[config.mk]
export PLATFORM = sky130hd
export DESIGN_NAME = collatz_range_engine
export DESIGN_NICKNAME = d
export VERILOG_FILES = /design/src/rtl/collatz_range_engine.sv
export SDC_FILE = /design/constraint.sdc
export NUM_CORES = 2
export LEC_CHECK = 0
export BUFFER_PORTS_ARGS = -buffer_cell sky130_fd_sc_hd__clkbuf_2
export CAP_MARGIN = 15
export CORE_UTILIZATION = 63
export CTS_CLUSTER_DIAMETER = 50
export CTS_CLUSTER_SIZE = 24
export DETAILED_ROUTE_END_ITERATION = 16
export PLACE_DENSITY = 0.79
export SETUP_SLACK_MARGIN = 0.15
export SLEW_MARGIN = 20
export SYNTH_ARGS = -nofsm -noshare
export SYNTH_HDL_FRONTEND = slang
export SYNTH_SLANG_ARGS = --single-unit
[constraint.sdc]
create_clock -name clk -period 9.06 [get_ports clk]
set_input_delay 1.812 -clock clk [delete_from_list [all_inputs] [get_ports clk]]
set_output_delay 1.812 -clock clk [all_outputs]
set_load 0.005 [all_outputs]
[src/rtl/collatz_range_engine.sv]
// Collatz range engine: computes sequence lengths for RAM_WORDS consecutive start values into an internal RAM.
// Optional running maximum tracker enabled by defining COLLATZ_MAX_EN.
module collatz_range_engine #(
  parameter int RAM_WORDS     = 256,
  parameter int RAM_ADDR_BITS = 8
) (
  input  logic                     clk,
  input  logic                     rst_n,
  input  logic                     go,
  input  logic [31:0]              start,
  input  logic [RAM_ADDR_BITS-1:0] n,
  output logic [15:0]              count,
  output logic                     done,
  output logic                     busy,
  output logic [15:0]              max_count,
  output logic [RAM_ADDR_BITS-1:0] max_idx
);

  localparam logic [RAM_ADDR_BITS-1:0] LAST_IDX = RAM_ADDR_BITS'(RAM_WORDS - 1);

  typedef enum logic [1:0] {S_IDLE, S_ITER, S_DONE} state_t;

  state_t                     state_q, state_d;
  logic [31:0]                base_q, base_d;
  logic [31:0]                value_q, value_d;
  logic [15:0]                len_q, len_d;
  logic [RAM_ADDR_BITS-1:0]   idx_q, idx_d;
  logic [15:0]                count_q;
  logic [15:0]                len_inc;
  logic [15:0]                fin_len;
  logic [33:0]                triple;
  logic                       finish;
  logic                       accept;
  logic [15:0]                ram_q [RAM_WORDS];

  // 3v+1 kept two bits wider so a 32-bit overflow is visible
  assign triple  = {1'b0, value_q, 1'b0} + {2'b00, value_q} + 34'd1;
  assign len_inc = (len_q == 16'hFFFF) ? len_q : len_q + 16'd1;
  assign accept  = (state_q == S_IDLE) && go;

  always_comb begin
    state_d = state_q;
    base_d  = base_q;
    value_d = value_q;
    len_d   = len_q;
    idx_d   = idx_q;
    finish  = 1'b0;
    fin_len = len_q;
    case (state_q)
      S_IDLE: begin
        if (go) begin
          base_d  = start;
          value_d = start;
          len_d   = 16'd1;
          idx_d   = '0;
          state_d = S_ITER;
        end
      end
      S_ITER: begin
        if (value_q == 32'd0) begin
          finish  = 1'b1;
          fin_len = 16'd0;
        end else if (value_q == 32'd1) begin
          finish  = 1'b1;
          fin_len = len_q;
        end else if (!value_q[0]) begin
          value_d = value_q >> 1;
          len_d   = len_inc;
        end else if (|triple[33:32]) begin
          finish  = 1'b1;
          fin_len = 16'hFFFF;
        end else begin
          value_d = triple[31:0];
          len_d   = len_inc;
        end
        if (finish) begin
          if (idx_q == LAST_IDX) begin
            state_d = S_DONE;
          end else begin
            idx_d   = idx_q + RAM_ADDR_BITS'(1);
            value_d = base_q + 32'(idx_q) + 32'd1;
            len_d   = 16'd1;
          end
        end
      end
      S_DONE:  state_d = S_IDLE;
      default: state_d = S_IDLE;
    endcase
  end

  always_ff @(posedge clk or negedge rst_n) begin
    if (!rst_n) begin
      state_q <= S_IDLE;
      base_q  <= '0;
      value_q <= '0;
      len_q   <= '0;
      idx_q   <= '0;
      count_q <= '0;
    end else begin
      state_q <= state_d;
      base_q  <= base_d;
      value_q <= value_d;
      len_q   <= len_d;
      idx_q   <= idx_d;
      count_q <= ram_q[n];
    end
  end

  // Result storage is deliberately not reset so partial runs survive rst_n
  always_ff @(posedge clk) begin
    if (finish) begin
      ram_q[idx_q] <= fin_len;
    end
  end

  assign count = count_q;
  assign busy  = (state_q != S_IDLE);
  assign done  = (state_q == S_DONE);

`ifdef COLLATZ_MAX_EN
  logic [15:0]              max_count_q;
  logic [RAM_ADDR_BITS-1:0] max_idx_q;

  always_ff @(posedge clk or negedge rst_n) begin
    if (!rst_n) begin
      max_count_q <= '0;
      max_idx_q   <= '0;
    end else if (accept) begin
      max_count_q <= '0;
      max_idx_q   <= '0;
    end else if (finish && (fin_len > max_count_q)) begin
      max_count_q <= fin_len;
      max_idx_q   <= idx_q;
    end
  end

  assign max_count = max_count_q;
  assign max_idx   = max_idx_q;
`else
  logic unused_accept;
  assign unused_accept = accept;
  assign max_count     = '0;
  assign max_idx       = '0;
`endif

endmodule

==> impl_metrics.ini <==
[synthesis]
synth.top_cells.by_area = edfxtp_1 75%, mux4_2 19%, dfrtp_1 1.6%
synth_instances = 7231
fraction_of_synthesized_cell_area_taken_by_the_top_area_cell_type_pct = 74.6
ys_ff_latch = 4202
mappedNetlistArea_mm2 = 0.165
yosysMostFrequentCell = edfxtp_1
seq_total_area_yosys_pct = 76.2
synth.largest_area_cell = edfxtp_1
synth.lib_cells_used.distinct = 72
synth_edf_count = 4096
async_reset_ff_share_pct = 2.52
synthFlopType = edfxtp_1
count_of_synthesis_stage_warnings_from_yosys = 0
post_synth_most_frequent_cells = 4,096 x edfxtp_1, 1,360 x mux4_2, 328 x nor2_1, 254 x nand2_1, 237 x clkbuf_1
mapped_avg_cell_area_um2 = 22.8

[power]
power.ir.vdd_worst_uv = 500
p_sw_mw = 15.6
p_per_area_mw_per_mm2 = 282
relative_contribution_of_combinational_cells_to_total_power_pct = 18.8
p_leak_nw = 57.8
clock_power_share_pct = 30.4
internal-power_mw = 36.0
pwr-share-seq_pct = 50.7
power_switching_share_pct = 30.3

[worst_setup_path]
critical_path_maximum_fanout = 83
startpoint_type = flip-flop
path_cells = clkinv_1 -> ha_1 -> a21oi_1 -> o221a_2 -> o21ai_0 -> a31oi_1 -> o21ai_0 -> a21oi_2 -> a2111oi_4 -> buf_4 -> o21a_4 -> buf_4
worstPathArrival_ps = 6820
crit_family = compound AO/OA/AOI/OAI gates
path_type_of_the_worst_setup_path = flip-flop to flip-flop
cp_num_buf_inv = 3
cpPeakStageDelay_ps = 850
worst_ep_required_time_ps = 9680
end_kind = flip-flop
slowest_stage = buf_4

[floorplan]
die-width_um = 514
top_level_ports = 85
floorplan.core_area_mm2 = 0.260
fp.dieArea_mm2 = 0.264
floorplan.initialDensity_pct = 63.5
die_y_um = 514
fp-row-count = 187

[timing]
timing.final.crit_share_pct = 68.4
clock.fmax_mhz = 161
min_period_ps = 6200
setup_total_negative_slack_ps = 0
clock-skew-final_ps = 82.5
report.final.hold_viol_count = 0
setup_repair_after_global_routing_missed_its_margin = false
timing.hold.ws_ps = 501
setup_viol = 0
slew_violations = 0
timing.max_slew.rel_slack_pct = 4.54
worst_tran_pin_value_ps = 1430

[placement]
globalplace.congestion = 0.896
count_of_input_and_output_buffers = 60
detailedPlacementHpwl_um = 229000

[cells_and_area]
multi_input_comb_area_mm2 = 0.0382
num-fill-cells = 13800
layout.area.seq_mm2 = 0.126
layout.nets = 7645
synthToLayoutAreaGrowth_pct = 11.1
final_layout_size_suffix_gt1_share_pct = 31.7

[grt]
grt_first_pass_wirelength_um = 629000
grt_antenna_before_repair = 37
grt_pass1_vias = 83800
total_track_usage_pct = 34.2
grt.overflow.total = 0
grt_start_max_net_pins = 256

[clock_network]
cts_hold_buffers = 0
post_cts.resized_instances = 0
cts.clk_slew.worst_paths_ps = 70
cts_tree = done
cts_sinks = 4202
clock_latency_ps = 1010
cts-root-buf = clkbuf_16
clockBufferDepth = 4
cts_post_setup_buffers_inserted = 0
tritoncts.num_buffers = 339
htree_num_levels = 5

[detailed_routing]
drt_drc_violations_left = 0
route.vias.total = 83400
first_pass_iters = 8
wire_per_inst_um = 39.3
drt_iter0_markers = 13200
via_per_inst = 7.38
remaining_antenna_violation_count_after_routing = 0
routed_wl_um = 445000

[outcome]
status = completed

[flow_run]
reported_max_cap_violation_count = 0

[hold_path]
hold_path_class = flip-flop to flip-flop
-- metrics by stage --
| step | power [mW] | area [µm²] | worst slack [ps] | std cells | util (%) |
|---|---|---|---|---|---|
| 2_1_floorplan | 32.5 | 165000 | 1970 | 7254 | - |
| 5_1_grt | 52.7 | 183000 | 2530 | 11300 | 70.5 |
| 3_3_place_gp | 35.2 | 171000 | 3040 | 10700 | 65.9 |
| 3_5_place_dp | 35.8 | 171000 | 2950 | 10700 | 65.9 |
| 4_1_cts | 51.3 | 183000 | 2800 | 11300 | 70.4 |
| 6_report | 51.7 | 183000 | 2860 | 11300 | 70.5 |
-- state kept, by name (all words and copies together) (netlist names) --
name and cells:
count 16, value_q 32, ram_q 4096, idx_q 8
len_q 16, base_q 32, state_q 2
-- worst register-to-register path: cells and delay by family (launching register included) --
kind / cells / cell delay (ps)
AOI/OAI and AO/OA: 8 / 2940
buffers and inverters: 3 / 1710
DFF: 1 / 640
adders and majority gates: 1 / 450
-- path summary, 6_finish.rpt --
path	slack (ps)	start	cells past startpoint	to
max in group asynchronous	7070	rst_n	2	count[12]$_DFF_PN0_
min reg2reg	500	base_q[2]$_DFFE_PN0P_	2	base_q[2]$_DFFE_PN0P_
max	2860	value_q[0]$_DFFE_PN0P_	12	ram_q[41][10]$_DFFE_PP_
min in group asynchronous	790	rst_n	1	base_q[26]$_DFFE_PN0P_
min	500	base_q[2]$_DFFE_PN0P_	2	base_q[2]$_DFFE_PN0P_
max reg2reg	2860	value_q[0]$_DFFE_PN0P_	12	ram_q[41][10]$_DFFE_PP_
-- cell type report --
class | instances | area share (%)
sequential | 4202 | 68.6
multi-input combinational | 2595 | 20.8
clock buffer | 362 | 4.75
tap | 3496 | 2.39
timing repair buffer | 349 | 1.69
clock inverter | 244 | 1.66
inverter | 49 | 0.100
antenna | 6 | 0.00820
-- layout by cell type, fill, tap and decap left out, types with 20 or more instances in the layout --
cell	Yosys	final
nor2_1	328	201
inv_12	0	20
clkinv_8	0	45
nand3_1	45	42
a21oi_1	82	80
inv_1	48	48
nand2_1	254	250
bufinv_16	0	20
edfxtp_1	4096	4096
ha_1	64	64
clkbuf_2	0	53
dfrtp_1	106	106
conb_1	1	24
clkbuf_16	0	345
nor2_2	0	109
inv_6	0	38
clkinv_4	0	30
xnor2_1	37	37
clkinv_2	0	26
buf_12	0	41
mux4_2	1360	1360
o21ai_0	72	72
nor3_1	40	28
xor2_1	21	21
buf_4	25	243
inv_8	0	36
-- logic make-up (layout without fill, tap and decap cells) --
family | count (synthesis) | after routing | share of synthesized area, %
DFF | 4202 | 4202 | 76.2
muxes | 1365 | 1365 | 18.6
and+or+nand+nor | 761 | 761 | 1.96
buffers and inverters | 457 | 1004 | 1.15
AOI/OAI and AO/OA | 321 | 321 | 1.29
adders and majority gates | 66 | 66 | 0.510
xor gates and xnor gates | 58 | 58 | 0.308
other | 1 | 30 | 0.00227
-- power by group through the flow --
stage,sequential (mW),clock [mW],combinational (mW)
2_1_floorplan,27.5,0,4.98
3_3_place_gp,26.6,0,8.62
3_5_place_dp,26.6,0,9.16
4_1_cts,26.2,15.8,9.38
5_1_grt,26.2,16.4,10.1
6_report,26.2,15.7,9.72
-- routing by layer --
| layer | vias to the layer above | wire, µm | global-route usage (%) |
|---|---|---|---|
| met3 | 1294 | 55000 | 7.93 |
| met4 | 40 | 26800 | 17.6 |
| met5 | - | 289 | 0 |
| met1 | 43600 | 147000 | 45.1 |
| li1 | 31300 | - | - |
| met2 | 7198 | 216000 | 54.2 |
No activity file was read; power rests on OpenSTA's default activity.
